<file path="src/rtl/id_ex_stage.sv">
// ID/EX pipeline register with operand forwarding or interlock; optional macro FORWARD_EN.
// Latency: one cycle from accept to ex_valid; operand muxing is combinational on the EX side.
// Backpressure: holds payload while ex_ready=0; id_ready drops on a full stage or a hazard.
module id_ex_stage (
  input  logic        clk,
  input  logic        rst_n,
  input  logic        id_valid,
  output logic        id_ready,
  input  logic [3:0]  id_alu_ctrl,
  input  logic [4:0]  id_rs1_addr,
  input  logic [4:0]  id_rs2_addr,
  input  logic [31:0] id_rs1_data,
  input  logic [31:0] id_rs2_data,
  input  logic [31:0] id_imm,
  input  logic        id_use_imm,
  input  logic [31:0] id_pc,
  input  logic        id_use_pc,
  input  logic [4:0]  id_rd_addr,
  input  logic        id_rd_wen,
  input  logic [4:0]  mem_rd_addr,
  input  logic        mem_rd_wen,
  input  logic [31:0] mem_rd_data,
  input  logic [4:0]  wb_rd_addr,
  input  logic        wb_rd_wen,
  input  logic [31:0] wb_rd_data,
  output logic        ex_valid,
  input  logic        ex_ready,
  input  logic        flush,
  output logic [3:0]  alu_ctrl,
  output logic [31:0] alu_datain1,
  output logic [31:0] alu_datain2,
  output logic [31:0] ex_store_data,
  output logic [4:0]  ex_rd_addr,
  output logic        ex_rd_wen,
  output logic        hazard_stall
);

  logic [3:0]  alu_ctrl_q;
  logic [31:0] rs1_data_q;
  logic [31:0] rs2_data_q;
  logic [31:0] imm_q;
  logic [31:0] pc_q;
  logic        use_imm_q;
  logic        use_pc_q;
  logic [4:0]  rd_addr_q;
  logic        rd_wen_q;
  logic [31:0] rs1_val;
  logic [31:0] rs2_val;
  logic        accept;

  assign id_ready = (ex_ready || !ex_valid) && !hazard_stall;
  assign accept   = id_valid && id_ready;

  // flush wins over accept; an instr offered alongside a flush is dropped
  always_ff @(posedge clk or negedge rst_n) begin
    if (!rst_n) begin
      ex_valid <= 1'b0;
    end else if (flush) begin
      ex_valid <= 1'b0;
    end else if (accept) begin
      ex_valid <= 1'b1;
    end else if (ex_ready) begin
      ex_valid <= 1'b0;
    end
  end

  always_ff @(posedge clk or negedge rst_n) begin
    if (!rst_n) begin
      alu_ctrl_q <= 4'd0;
      rs1_data_q <= 32'd0;
      rs2_data_q <= 32'd0;
      imm_q      <= 32'd0;
      pc_q       <= 32'd0;
      use_imm_q  <= 1'b0;
      use_pc_q   <= 1'b0;
      rd_addr_q  <= 5'd0;
      rd_wen_q   <= 1'b0;
    end else if (accept && !flush) begin
      alu_ctrl_q <= id_alu_ctrl;
      rs1_data_q <= id_rs1_data;
      rs2_data_q <= id_rs2_data;
      imm_q      <= id_imm;
      pc_q       <= id_pc;
      use_imm_q  <= id_use_imm;
      use_pc_q   <= id_use_pc;
      rd_addr_q  <= id_rd_addr;
      rd_wen_q   <= id_rd_wen;
    end
  end

`ifdef FORWARD_EN
  logic [4:0] rs1_addr_q;
  logic [4:0] rs2_addr_q;

  always_ff @(posedge clk or negedge rst_n) begin
    if (!rst_n) begin
      rs1_addr_q <= 5'd0;
      rs2_addr_q <= 5'd0;
    end else if (accept && !flush) begin
      rs1_addr_q <= id_rs1_addr;
      rs2_addr_q <= id_rs2_addr;
    end
  end

  // MEM is younger than WB so it wins; x0 is hardwired and never forwarded
  always_comb begin
    rs1_val = rs1_data_q;
    if (rs1_addr_q != 5'd0 && mem_rd_wen && mem_rd_addr == rs1_addr_q)
      rs1_val = mem_rd_data;
    else if (rs1_addr_q != 5'd0 && wb_rd_wen && wb_rd_addr == rs1_addr_q)
      rs1_val = wb_rd_data;
    rs2_val = rs2_data_q;
    if (rs2_addr_q != 5'd0 && mem_rd_wen && mem_rd_addr == rs2_addr_q)
      rs2_val = mem_rd_data;
    else if (rs2_addr_q != 5'd0 && wb_rd_wen && wb_rd_addr == rs2_addr_q)
      rs2_val = wb_rd_data;
  end

  assign hazard_stall = 1'b0;
`else
  function automatic logic pending_write(input logic [4:0] a);
    return (a != 5'd0) &&
           ((ex_valid && rd_wen_q && rd_addr_q == a) ||
            (mem_rd_wen && mem_rd_addr == a) ||
            (wb_rd_wen && wb_rd_addr == a));
  endfunction

  logic unused_fwd_data;

  assign rs1_val         = rs1_data_q;
  assign rs2_val         = rs2_data_q;
  assign hazard_stall    = id_valid && (pending_write(id_rs1_addr) ||
                                        (!id_use_imm && pending_write(id_rs2_addr)));
  assign unused_fwd_data = ^{mem_rd_data, wb_rd_data};
`endif

  assign alu_ctrl      = alu_ctrl_q;
  assign alu_datain1   = use_pc_q  ? pc_q  : rs1_val;
  assign alu_datain2   = use_imm_q ? imm_q : rs2_val;
  assign ex_store_data = rs2_val;
  assign ex_rd_addr    = rd_addr_q;
  assign ex_rd_wen     = ex_valid && rd_wen_q;

endmodule

</file>
<file path="config.mk">
export PLATFORM = sky130hd
export DESIGN_NAME = id_ex_stage
export DESIGN_NICKNAME = d
export VERILOG_FILES = /design/src/rtl/id_ex_stage.sv
export SDC_FILE = /design/constraint.sdc
export NUM_CORES = 1
export LEC_CHECK = 0
export ABC_CLOCK_PERIOD_IN_PS = 3400
export CAP_MARGIN = 40
export CORE_AREA = 3 3 132 134
export DETAILED_ROUTE_END_ITERATION = 10
export DIE_AREA = 0 0 135 137
export GPL_ROUTABILITY_DRIVEN = 1
export HOLD_SLACK_MARGIN = 0.05
export MAX_ROUTING_LAYER = met4
export PLACE_DENSITY = 0.82
export SLEW_MARGIN = 20
export SYNTH_ARGS = -nofsm -noshare
export SYNTH_HDL_FRONTEND = slang
export SYNTH_SLANG_ARGS = --single-unit
</file>
<file path="constraint.sdc">
create_clock -name clk -period 3.4 [get_ports clk]
set_clock_uncertainty 0.1 [all_clocks]
set_input_delay 0.68 -clock clk [delete_from_list [all_inputs] [get_ports clk]]
set_output_delay 0.68 -clock clk [all_outputs]
set_load 0.1 [all_outputs]
</file>
## Word-level counts from Yosys, hierarchy flattened

Index checks and enable logic that the tools add are counted.

- Register bits after elaboration: 141
- Output and inout port bits: 109

- Eq/ne operators: 6
- Muxes and demuxes: 5
- Reductions and logical operators: 27

Operators by type and width:

| cell | count |
|---|---|
| $mux W32 | 2 |
| $eq A5 B5 Y1 | 6 |
| $logic_and A1 B1 Y1 | 14 |
| $reduce_bool A5 Y1 | 2 |
| $logic_or A1 B1 Y1 | 6 |
| $logic_not A1 Y1 | 4 |
| $mux W1 | 3 |
| $reduce_bool A3 Y1 | 1 |

## Longest topological paths before layout

- Depth after elaboration: 13
- Depth in mapped cells: 8
- Mapped depth without buffers: 6

## Least setup slack after synthesis

OpenSTA, ideal clock, no wires.

- Path kind: input -> output
- Start: input id_rs1_addr[1]
- End: output id_ready
- Arrival: 3.181 ns
- Required time: 2.620 ns
- Path slack: -0.561 ns
- Stages: 6
- Buffers on the path: 0
- Path through: or4_1 nor2_1 nor3_1 nor3_2 nand2_1 a21oi_1

- Word-level cells in the longest chain between the ends: 9
- Elaborated cells between the ends (all ways): 14
- Those cells by class: 3 x eq/ne; 11 x reduce/logical

RTL lines:

| element | line | RTL |
|---|---|---|
| from (decl) | 10 | `input logic [4:0] id_rs1_addr,` |
| $eq A5 B5 Y1, on equally long branches | 123, 124 |  |
| $logic_and A1 B1 Y1, on equally long branches | 123, 124 |  |
| $logic_or A1 B1 Y1 | 123 | `((ex_valid && rd_wen_q && rd_addr_q == a) \|\|` |
| $logic_or A1 B1 Y1 | 124 | `(mem_rd_wen && mem_rd_addr == a) \|\|` |
| $logic_and A1 B1 Y1 * | 122 | `return (a != 5'd0) &&` |
| $logic_or A1 B1 Y1 * | 132 | `assign hazard_stall = id_valid && (pending_write(id_rs1_addr) \|\|` |
| $logic_and A1 B1 Y1 * | 132 |  |
| $logic_not A1 Y1 * | 51 | `assign id_ready = (ex_ready \|\| !ex_valid) && !hazard_stall;` |
| $logic_and A1 B1 Y1 * | 51 |  |
| to (decl) | 8 | `output logic id_ready,` |

Mark *: on every way between the ends. The rest lies on a longest branch, timed or not.

## Final worst setup path

Same ends and word-level chain as after synthesis.

==> impl_metrics.csv <==
group,metric,value,unit
run_status,outcome,"completed",
global_route,grt_util_all_layers,0.202,
cts,clock_tree_from_tritoncts,"done",
finish,final_util,0.673,
yosys,synth-main-ff-cell,"sky130_fd_sc_hd__dfrtp_1",
cts,cts-buffers-inserted,17,
placed_design,dp_hpwl,13.4,mm
finish,design.final.nets,952,
critical_path,worst_r2r_startpoint,"ex_rd_addr[2]$_DFFE_PN0P_",
placed_design,placement.io_buffers,275,
critical_path,worst_path_max_delay_cell,"sky130_fd_sc_hd__clkdlybuf4s50_1",
timing,final.period_utilization,0.974,
critical_path,ff2ff_setup_slack,0.82,ns
floorplan,initial_standard_cell_utilization_of_the_core,0.412,
timing,maxSlewViolCount,0,
floorplan,top_level_ports,340,
timing,maxClockFrequency,0.302,GHz
critical_path,startpoint_type,"input port",
timing,timing.slew.headroom,0.632,
finish,n_fill_cell,1081,
global_route,grt_pass1_wl,28.2,mm
floorplan,design.core.area,0.0164,mm2
power,leakage_component_of_the_power,0.00501,uW
detailed_routing,drtPass1Iterations,4,
yosys,syn-cell-area,0.00677,mm2
critical_path,cpPeakStageDelay,0.43,ns
yosys,synth_edf_count,0,
floorplan,chipHeight,137,um
yosys,yosysWarningCount,0,
yosys,postSynth.asyncResetShare,1.00,
yosys,syn_area_per_cell,15.7,um2
detailed_routing,drt-wirelength-per-cell,19.0,um
placed_design,placed_cells_incl_taps,921,
finish,drive_above_1_share,0.504,
global_route,globalRoute.totalOverflow,0,
finish,layout.cells.non_filler,952,
critical_path,kind_of_capture_point_of_the_worst_setup_path,"output pin",
critical_path,critical_path_class,"input port to output pin",
cts,clkLatencyLatePin,0.41,ns
placed_design,dpl_worst_slack,-0.0437,ns
critical_path,crit-reg2reg-capture,"rs1_data_q[19]$_DFFE_PN0P_",
run,max_cap_viol_count,0,
timing,grt_setup_unrepaired,"no",
yosys,postSynthRegisterBits,141,
finish,final_area,0.0110,mm2
critical_path,ff2ff_path_depth,8,
power,pwr_cell_area,845,mW/mm2
yosys,ys_types,27,
detailed_routing,drt.antenna.violating_nets,0,
global_route,pin_count_of_the_biggest_net_entering_global_routing,85,
finish,syn2layout_area_growth,63.2,%
cts,hold_buffers,0,
finish,diodes,0,
power,vdd_ir_drop_max,720,uV
detailed_routing,number_of_drc_markers_after_the_initial_detailed_route_iteration,138,
yosys,post_syn_instances,430,
placed_design,global_placer_s_final_weighted_congestion,0.874,
critical_path,crit_arrival,2.53,ns
detailed_routing,remaining_drc_errors,0,
detailed_routing,viasPerCell,4.88,
global_route,number_of_global_route_vias_before_repair,5224,
timing,fin_crit,3.31,ns
timing,report.final.hold_viol_count,0,
cts,clk_pin_slew_worst_paths,0.06,ns
placed_design,placement.cell_area,0.0104,mm2
cts,clk_path_buf_depth,2,
cts,numClockSinks,141,
cts,cts.htree.levels,4,
timing,pin_slew_with_the_least_headroom_to_its_limit,0.551,ns
global_route,number_of_antenna_violations_at_the_first_check_in_global_routing,0,
critical_path,critical_path.max_fanout,3,
floorplan,floorplan.die.width,135,um
floorplan,die_area,0.0185,mm2
cts,clock_tree.root_cell,"sky130_fd_sc_hd__clkbuf_16",
critical_path,crit_chain,"clkdlybuf4s50_1 -> or4_1 -> nor2_2 -> nor4_1 -> nor3_2 -> nand2_1 -> a21oi_2 -> buf_12",
timing,timing.final.ws_setup,0.0893,ns
detailed_routing,via_count,4642,
yosys,yosysSeqAreaShare,0.521,
floorplan,core.rowCount,47,
yosys,postSynthNetCount,661,
critical_path,worst_ep_required_time,2.62,ns
detailed_routing,drt_wl_total,18.0,mm
min_path,min-delay-path-class,"input port to async pin",
timing,setup_viol_count_final,0,
[per-layer routing]
layer	GRT usage	up-vias	wire (um)
li1	-	2116	-
met1	0.233	2329	6830
met2	0.342	172	9650
met3	0.0599	25	1190
met4	0.0655	0	372
met5	-	-	0
[synthesized netlist by cell type (all sizes together), types with 2 or more instances]
cell,number,area share
mux2,204,0.39
xnor2,17,0.022
a21oi,2,0.0015
xor2,11,0.014
nor3,4,0.0037
dfrtp,141,0.52
nor2,2,0.0011
nor4,4,0.0037
clkbuf,8,0.0044
nand2,4,0.0022
inv,3,0.0017
nand4,3,0.0028
and3,2,0.0018
buf,15,0.020
[how the worst max path moves through the flow]
| stage | from | end | cells past startpoint |
|---|---|---|---|
| 4_1_cts | id_rs2_addr[4] | id_ready | 8 |
| 3_3_place_gp | id_rs1_addr[3] | id_ready | 8 |
| 5_1_grt | id_rs2_addr[4] | id_ready | 8 |
| 6_report | id_rs1_addr[1] | id_ready | 8 |
| 2_1_floorplan | ex_valid$_DFFE_PN0P_ | hazard_stall | 6 |
| 3_5_place_dp | id_rs1_addr[3] | id_ready | 8 |
[flip-flops by register name, summed over array words and instances (netlist names)]
name	flops
use_pc_q	1
pc_q	32
ex_store_data	32
use_imm_q	1
ex_valid	1
alu_ctrl	4
rs1_data_q	32
rd_wen_q	1
ex_rd_addr	5
imm_q	32
[cells by family after synthesis]
family | Yosys count | share of synthesized area
buffers and inverters | 26 | 0.0264
AND/OR/NAND/NOR | 25 | 0.0211
flip-flops | 141 | 0.521
XOR/XNOR | 28 | 0.0362
multiplexers | 204 | 0.389
AO/OA/AOI/OAI | 6 | 0.00610
[per-stage QoR]
stage / hold WS [ns] / setup TNS (ns) / power (uW)
3_3_place_gp: 0.382 / 0 / 7460
2_1_floorplan: 0.284 / -0.00294 / 5730
6_report: 0.112 / 0 / 9330
5_1_grt: 0.139 / 0 / 9620
3_5_place_dp: 0.389 / -0.0554 / 7540
4_1_cts: 0.128 / 0 / 9410
[cell type report]
cell class	count	area, um2	area share
Timing Repair Buffer	295	3560	0.322
Sequential cell	141	3530	0.319
Multi-Input combinational cell	263	3090	0.280
Clock buffer	21	470	0.0426
Tap cell	220	275	0.0249
Clock inverter	9	110	0.00997
Inverter	3	11.3	0.00102
[worst max-delay path, delay by kind of cell]
kind | cells | cell delay [ns]
AND/OR/NAND/NOR | 5 | 1.03
buffers and inverters | 2 | 0.62
AO/OA/AOI/OAI | 1 | 0.20
[cells in the final DEF, fill, tap and decap left out, types with 2 or more instances in the layout]
cell type	synthesis	final
sky130_fd_sc_hd__and3_1	2	2
sky130_fd_sc_hd__buf_12	0	74
sky130_fd_sc_hd__buf_4	0	55
sky130_fd_sc_hd__bufinv_16	0	2
sky130_fd_sc_hd__clkbuf_16	0	17
sky130_fd_sc_hd__clkbuf_8	0	3
sky130_fd_sc_hd__clkdlybuf4s50_1	0	160
sky130_fd_sc_hd__clkinv_2	0	2
sky130_fd_sc_hd__clkinvlp_4	0	3
sky130_fd_sc_hd__dfrtp_1	141	141
sky130_fd_sc_hd__dlygate4sd2_1	0	3
sky130_fd_sc_hd__dlymetal6s2s_1	0	2
sky130_fd_sc_hd__inv_1	3	3
sky130_fd_sc_hd__inv_6	0	2
sky130_fd_sc_hd__mux2_2	115	115
sky130_fd_sc_hd__mux2_4	89	89
sky130_fd_sc_hd__nand2_1	4	4
sky130_fd_sc_hd__nand4_1	3	3
sky130_fd_sc_hd__nor3_1	3	3
sky130_fd_sc_hd__nor4_1	4	3
sky130_fd_sc_hd__xnor2_1	17	17
sky130_fd_sc_hd__xor2_1	11	11
[where the power goes]
group          total (uW)  switching, uW  internal, uW
Combinational        5240           3310          1930
Sequential           2260            231          2030
Clock                1830            702          1130
Total                9330           4240          5090
[timing repair]
action                     in CTS  in global routing
gates cloned                    0                  0
setup endpoints to repair       2                  2
resized for setup               5                  3
setup buffers                   1                  0
pin swaps                       4                  0
(Power assumes the default switching activity.)
